--- config.mk ---
export PLATFORM = sky130hd
export DESIGN_NAME = obf_key_loader_flat
export DESIGN_NICKNAME = d
export VERILOG_FILES = /design/src/rtl/obf_key_loader_pkg.sv /design/src/rtl/obf_key_loader_if.sv /design/src/rtl/obf_key_loader.sv /design/src/flat_wrapper.sv
export SDC_FILE = /design/constraint.sdc
export NUM_CORES = 1
export LEC_CHECK = 0
export ABC_AREA = 1
export CORE_MARGIN = 3
export CORE_UTILIZATION = 60
export DETAILED_ROUTE_END_ITERATION = 12
export GPL_ROUTABILITY_DRIVEN = 0
export PLACE_DENSITY = 0.84
export SETUP_SLACK_MARGIN = 0.05
export SYNTH_ARGS = -nofsm -noshare
export SYNTH_HDL_FRONTEND = slang
export SYNTH_SLANG_ARGS = --single-unit
--- constraint.sdc ---
create_clock -name clk -period 3.5 [get_ports clk]
set_input_delay 0.525 -clock clk [delete_from_list [all_inputs] [get_ports clk]]
set_output_delay 0.525 -clock clk [all_outputs]
set_load 0.01 [all_outputs]
--- src/rtl/obf_key_loader_pkg.sv ---
// Shared types and helpers for the c432 key loader and anything that builds key streams for it.
package obf_key_pkg;

    localparam int KEY_W_DEFAULT     = 12;
    localparam int MAX_RETRY_DEFAULT = 3;

    typedef enum logic [2:0] {
        IDLE,
        LOAD,
        CHECK,
        DONE,
        ERROR
    } state_t;

    // Even parity: the bit that makes the total count of ones (key plus parity) even.
    function automatic logic even_parity(input logic [KEY_W_DEFAULT-1:0] v);
        return ^v;
    endfunction

endpackage

--- src/rtl/obf_key_loader_if.sv ---
// Key-storage side handshake and key-gate outputs of the loader.
interface obf_key_loader_if #(
    parameter int KEY_W = obf_key_pkg::KEY_W_DEFAULT
);
    logic             start;
    logic             clear;
    logic             kbit_in;
    logic             kbit_valid;
    logic             kbit_ready;
    logic [KEY_W-1:0] key_out;
    logic             key_valid;
    logic             key_err;
    logic             busy;

    modport master (
        output start, clear, kbit_in, kbit_valid,
        input  kbit_ready, key_out, key_valid, key_err, busy
    );

    modport slave (
        input  start, clear, kbit_in, kbit_valid,
        output kbit_ready, key_out, key_valid, key_err, busy
    );
endinterface

--- src/rtl/obf_key_loader.sv ---
// Serial activation-key loader: shifts in KEY_W bits plus even parity and releases the key
// to the key-gate selects only after a good check; a few bad checks lock it out until reset.
module obf_key_loader
    import obf_key_pkg::*;
#(
    parameter int  KEY_W     = KEY_W_DEFAULT,
    parameter int  MAX_RETRY = MAX_RETRY_DEFAULT,
    localparam int CNT_W     = $clog2(KEY_W + 1)
) (
    input  logic             clk,
    input  logic             rst_n,
    obf_key_loader_if.slave  bus
);

    localparam int              RTY_W = $clog2(MAX_RETRY + 1);
    localparam int              IDX_W = (KEY_W > 1) ? $clog2(KEY_W) : 1;
    localparam logic [CNT_W-1:0] LAST = CNT_W'(KEY_W);

    state_t             state, state_n;
    logic [KEY_W-1:0]   shadow;
    logic [CNT_W-1:0]   bit_cnt;
    logic [RTY_W-1:0]   retry_cnt, retry_inc;
    logic               parity;
    logic [KEY_W-1:0]   key_q;
    logic               key_valid_q, key_err_q, busy_q;
    logic               zeroize, restart, xfer, chk_pass, chk_fail;

    always_ff @(posedge clk or negedge rst_n) begin
        if (!rst_n) state <= IDLE;
        else        state <= state_n;
    end

    always_comb begin
        state_n   = state;
        zeroize   = 1'b0;
        restart   = 1'b0;
        xfer      = 1'b0;
        chk_pass  = 1'b0;
        chk_fail  = 1'b0;
        retry_inc = retry_cnt + 1'b1;
        // clear outranks everything except the lock-out, which only reset leaves
        if (bus.clear && state != ERROR) begin
            zeroize = 1'b1;
            state_n = IDLE;
        end else begin
            case (state)
                IDLE: if (bus.start) begin
                    restart = 1'b1;
                    state_n = LOAD;
                end
                LOAD: if (bus.kbit_valid) begin
                    xfer = 1'b1;
                    if (bit_cnt == LAST) state_n = CHECK;
                end
                CHECK: if (^shadow ^ parity) begin
                    chk_fail = 1'b1;
                    state_n  = (retry_inc == RTY_W'(MAX_RETRY)) ? ERROR : LOAD;
                end else begin
                    chk_pass = 1'b1;
                    state_n  = DONE;
                end
                DONE:    state_n = DONE;
                ERROR:   state_n = ERROR;
                default: state_n = IDLE;
            endcase
        end
    end

    always_ff @(posedge clk or negedge rst_n) begin
        if (!rst_n) begin
            shadow      <= '0;
            bit_cnt     <= '0;
            retry_cnt   <= '0;
            parity      <= 1'b0;
            key_q       <= '0;
            key_valid_q <= 1'b0;
            key_err_q   <= 1'b0;
            busy_q      <= 1'b0;
        end else begin
            if (zeroize) begin
                shadow      <= '0;
                bit_cnt     <= '0;
                retry_cnt   <= '0;
                key_q       <= '0;
                key_valid_q <= 1'b0;
            end
            if (restart || chk_fail) begin
                shadow  <= '0;
                bit_cnt <= '0;
            end
            if (chk_fail) retry_cnt <= retry_inc;
            if (xfer) begin
                if (bit_cnt != LAST) begin
                    shadow[bit_cnt[IDX_W-1:0]] <= bus.kbit_in;
                    bit_cnt                    <= bit_cnt + 1'b1;
                end else begin
                    parity <= bus.kbit_in;
                end
            end
            // key_out only ever moves together with key_valid, so an unverified key never leaks
            if (chk_pass) begin
                key_q       <= shadow;
                key_valid_q <= 1'b1;
            end
            if (state_n == ERROR) begin
                key_q       <= '0;
                key_valid_q <= 1'b0;
            end
            key_err_q <= (state_n == ERROR);
            busy_q    <= (state_n == LOAD) || (state_n == CHECK);
        end
    end

    assign bus.kbit_ready = (state == LOAD);
    assign bus.key_out    = key_q;
    assign bus.key_valid  = key_valid_q;
    assign bus.key_err    = key_err_q;
    assign bus.busy       = busy_q;

endmodule

--- src/flat_wrapper.sv ---
// flat-port wrapper written by rule: the top's interface ports become plain ports
module obf_key_loader_flat import obf_key_pkg::*;
#(
    parameter int  KEY_W     = KEY_W_DEFAULT,
    parameter int  MAX_RETRY = MAX_RETRY_DEFAULT,
    localparam int CNT_W     = $clog2(KEY_W + 1)
)
  (clk, rst_n, bus_start, bus_clear, bus_kbit_in, bus_kbit_valid, bus_kbit_ready, bus_key_out, bus_key_valid, bus_key_err, bus_busy);
  obf_key_loader_if #(.KEY_W(KEY_W)) bus_i ();
  input  logic clk;
  input  logic rst_n;
  input wire logic [$bits(bus_i.start)-1:0] bus_start;
  input wire logic [$bits(bus_i.clear)-1:0] bus_clear;
  input wire logic [$bits(bus_i.kbit_in)-1:0] bus_kbit_in;
  input wire logic [$bits(bus_i.kbit_valid)-1:0] bus_kbit_valid;
  output wire logic [$bits(bus_i.kbit_ready)-1:0] bus_kbit_ready;
  output wire logic [$bits(bus_i.key_out)-1:0] bus_key_out;
  output wire logic [$bits(bus_i.key_valid)-1:0] bus_key_valid;
  output wire logic [$bits(bus_i.key_err)-1:0] bus_key_err;
  output wire logic [$bits(bus_i.busy)-1:0] bus_busy;
  assign bus_i.start = bus_start;
  assign bus_i.clear = bus_clear;
  assign bus_i.kbit_in = bus_kbit_in;
  assign bus_i.kbit_valid = bus_kbit_valid;
  assign bus_kbit_ready = bus_i.kbit_ready;
  assign bus_key_out = bus_i.key_out;
  assign bus_key_valid = bus_i.key_valid;
  assign bus_key_err = bus_i.key_err;
  assign bus_busy = bus_i.busy;
  obf_key_loader #(.KEY_W(KEY_W), .MAX_RETRY(MAX_RETRY)) u_core (.clk(clk), .rst_n(rst_n), .bus(bus_i));
endmodule
==> results.sh <==
export IMPL_status="complete, no violations"
export IMPL_global_route_overflow_total=0
export IMPL_clock_sinks=37
export IMPL_rsz0062_at_grt="no"
export IMPL_ctsRootBufferMaster="sky130_fd_sc_hd__clkbuf_4"
export IMPL_via_count=1665
export IMPL_postCtsResizedCells=0
export IMPL_critPathTopFamily="buffers and inverters"
export IMPL_worst_path_largest_cell_delay_ns=0.53
export IMPL_clock_latency_ns=0.35
export IMPL_synth_area_top_cells="sky130_fd_sc_hd__dfrtp_1 44%, sky130_fd_sc_hd__nand2_1 13%, sky130_fd_sc_hd__inv_1 7.7%"
export IMPL_numCtsBuffers=5
export IMPL_ys_seq_area_frac=0.443
export IMPL_worstRegToRegCells=11
export IMPL_min_delay_path_class="flip-flop to flip-flop"
export IMPL_initial_util=0.657
export IMPL_period_utilization=0.629
export IMPL_grt_first_pass_wirelength_um=6820
export IMPL_final_max_slew_violation_count=0
export IMPL_setup_viol=0
export IMPL_setup_worst_path_start_class="flip-flop"
export IMPL_post_dp_hpwl_um=2810
export IMPL_drtPass1Iterations=4
export IMPL_grt_use_total=0.210
export IMPL_finalSetupTns_ns=0
export IMPL_htree_levels=2
export IMPL_synth_fp_nets=269
export IMPL_cts_repair_timing_setup_buffer_count=0
export IMPL_regToRegEndpoint="u_core.bus.key_out[0]"
export IMPL_routed_wl_um=3770
export IMPL_setup_worst_path_class="flip-flop to primary output"
export IMPL_cts_buffer_depth=2
export IMPL_first_global_vias=1582
export IMPL_count_of_mapped_cells_out_of_synthesis=258
export IMPL_fp_row_count=20
export IMPL_detailedRoute_firstIterationViolations=70
export IMPL_drive_above_1_share=0.127
export IMPL_io_count=22
export IMPL_critical_path_cell_with_the_highest_stage_delay="sky130_fd_sc_hd__clkdlybuf4s50_1"
export IMPL_fmaxAchievable_mhz=454
export IMPL_largest_net_degree_at_the_start_of_global_routing=38
export IMPL_slew_headroom=0.685
export IMPL_crit_path_cell_trace="nor2_1 > nand2_1 > inv_1 > clkdlybuf4s50_1"
export IMPL_setup_reg_to_reg_worst_slack_ns=1.60
export IMPL_die_width_um=65.0
export IMPL_critical_path_startpoint="u_core.state[2]"
export IMPL_drv_max_cap_violation_count=0
export IMPL_path_depth=4
export IMPL_postSynthAreaPerCell_sq_um=8.10
export IMPL_routed_wire_length_per_instance_um=11.5
export IMPL_r2r_start="u_core.shadow[0]"
export IMPL_drt_vias_per_instance=5.08
export IMPL_worst_path_buffer_plus_inverter_count=2
export IMPL_power_density_mw_per_mm2=294
export IMPL_die_area_sq_mm=0.00423
export IMPL_time_the_worst_path_needs_with_i_o_delays_and_setup_ns=2.20
export IMPL_ys_seq_elements=37
export IMPL_crit_fanout=5
export IMPL_yosys_warnings=0
export IMPL_max_vdd_ir_drop_mv=0.244
export IMPL_diodes=0
export IMPL_worst_ep_required_time_ns=2.97
export IMPL_grt_antenna_before_repair=0
export IMPL_share_of_the_synthesized_area_in_the_top_cell_type=0.443
export IMPL_crit_path_end_kind="primary output"
export IMPL_edff_count_synth=0
export IMPL_synth_cell_area_sq_mm=0.00209
export IMPL_post_layout_nonfiller_instances=328
export IMPL_synthToLayoutAreaGrowth_pct=14.1
export IMPL_io_buffers=21
export IMPL_critPathCapture="bus_kbit_ready"
export IMPL_route_detailed_drc=0
export IMPL_ant_nets=0
export IMPL_arrival_ns=1.68
export IMPL_ys_flop_type="sky130_fd_sc_hd__dfrtp_1"
export IMPL_clkTransAtPathRegs_ns=0.10
export IMPL_design_final_nets=294
export IMPL_placed_cells_incl_taps=320
export IMPL_clock_skew_final_ns=0.00362
export IMPL_synth_async_sr_flop_share=1.00
export IMPL_synth_largest_area_cell="sky130_fd_sc_hd__dfrtp_1"
export IMPL_layout_filler_cells=244
export IMPL_timing_hold_worst_start="u_core.retry_cnt[0]"
export IMPL_die_h_um=65.0
export IMPL_cts_tree="done"
export IMPL_yosys_cell_types_count=34
export IMPL_cts_hold_buffers_added=0
export IMPL_worst_pin_slew_ns=0.469
export IMPL_cellLeakagePower_nw=1.09
export IMPL_core_region_area_sq_mm=0.00318
export IMPL_hold_viol_final=0
power by group:
group	switching [W]	internal, W	total [W]
clock	0.000133	0.0000800	0.000213
sequential	0.00000305	0.000430	0.000433
combinational	0.0000355	0.0000185	0.0000541
total	0.000172	0.000529	0.000701
how the worst min path moves through the flow:
stage / end / slack [ns] / depth (start not counted)
after floorplan: u_core.bit_cnt[0] / 0.23 / 0
after global placement: u_core.retry_cnt[0] / 0.49 / 1
after detailed placement: u_core.retry_cnt[0] / 0.49 / 1
after CTS: u_core.retry_cnt[0] / 0.51 / 1
after global routing: u_core.retry_cnt[0] / 0.54 / 1
final: u_core.retry_cnt[0] / 0.51 / 1
layout make-up:
type	instances	area, sq um	area share
Multi-Input combinational cell	169	956	0.401
Sequential cell	37	926	0.388
Timing Repair Buffer	22	218	0.0913
Inverter	48	180	0.0756
Tap cell	44	55.1	0.0231
Clock buffer	8	48.8	0.0205
cell usage in the layout (no fill, tap or decap), types with 2 or more instances in the layout:
| cell type | Yosys | final |
|---|---|---|
| sky130_fd_sc_hd__o22ai_1 | 4 | 4 |
| sky130_fd_sc_hd__nand2_2 | 6 | 6 |
| sky130_fd_sc_hd__nand4_1 | 2 | 2 |
| sky130_fd_sc_hd__o21ai_1 | 2 | 2 |
| sky130_fd_sc_hd__inv_2 | 5 | 5 |
| sky130_fd_sc_hd__clkbuf_1 | 1 | 3 |
| sky130_fd_sc_hd__o21bai_1 | 2 | 2 |
| sky130_fd_sc_hd__o21bai_2 | 10 | 10 |
| sky130_fd_sc_hd__clkbuf_4 | 0 | 5 |
| sky130_fd_sc_hd__o21ai_0 | 13 | 13 |
| sky130_fd_sc_hd__nand2_1 | 71 | 71 |
| sky130_fd_sc_hd__nor2_4 | 2 | 2 |
| sky130_fd_sc_hd__nor3_2 | 2 | 2 |
| sky130_fd_sc_hd__inv_1 | 43 | 43 |
| sky130_fd_sc_hd__nand3_1 | 8 | 8 |
| sky130_fd_sc_hd__nor2_1 | 19 | 19 |
| sky130_fd_sc_hd__dfrtp_1 | 37 | 37 |
| sky130_fd_sc_hd__o32ai_1 | 8 | 8 |
| sky130_fd_sc_hd__clkdlybuf4s50_1 | 0 | 21 |
| sky130_fd_sc_hd__a21oi_1 | 3 | 3 |
| sky130_fd_sc_hd__ha_1 | 5 | 5 |
per-stage QoR:
step	power [W]	hold WS, ns	setup slack, ns	util	cell area, sq um
after floorplan	0.000473	0.229	1.98	-	2090
after global placement	0.000495	0.488	1.49	0.735	2330
after detailed placement	0.000496	0.488	1.43	0.735	2330
after CTS	0.000707	0.506	1.31	0.750	2380
after global routing	0.000738	0.540	1.21	0.750	2380
final	0.000701	0.510	1.30	0.750	2380
worst reg2reg max path: cells and delay by family, from the launching register on:
| family | cells | cell delay (ns) |
|---|---|---|
| flip-flops | 1 | 0.42 |
| AO/OA/AOI/OAI | 1 | 0.26 |
| AND/OR/NAND/NOR | 9 | 1.02 |
| buffers and inverters | 1 | 0.11 |
cells in the mapped netlist, types with 3 or more instances:
cell                       count
sky130_fd_sc_hd__nand2_1      71
sky130_fd_sc_hd__inv_1        43
sky130_fd_sc_hd__dfrtp_1      37
sky130_fd_sc_hd__nor2_1       19
sky130_fd_sc_hd__o21ai_0      13
sky130_fd_sc_hd__o21bai_2     10
sky130_fd_sc_hd__nand3_1       8
sky130_fd_sc_hd__o32ai_1       8
sky130_fd_sc_hd__nand2_2       6
sky130_fd_sc_hd__ha_1          5
sky130_fd_sc_hd__inv_2         5
sky130_fd_sc_hd__o22ai_1       4
sky130_fd_sc_hd__a21oi_1       3
registers in the layout (all words and copies together), names as in the netlist:
register,cells
u_core.bit_cnt,4
u_core.bus.busy,1
u_core.bus.key_err,1
u_core.bus.key_out,12
u_core.bus.key_valid,1
u_core.parity,1
u_core.retry_cnt,2
u_core.shadow,12
u_core.state,3
cells by family (layout without fill, tap and decap cells):
kind of cell	count (synthesis)	in the layout	share of synthesized area
adders and majority gates	5	5	0.0299
buffers and inverters	52	78	0.0994
xor gates and xnor gates	2	2	0.00838
AOI/OAI and AO/OA	45	45	0.160
DFF	37	37	0.443
and+or+nand+nor	117	117	0.259
metal layers:
metal	wire [um]	global-route usage
met5	0	0
met1	1780	0.265
met4	80	0.101
met2	1720	0.345
met3	184	0.0433
No activity file was read; power rests on OpenSTA's default activity.
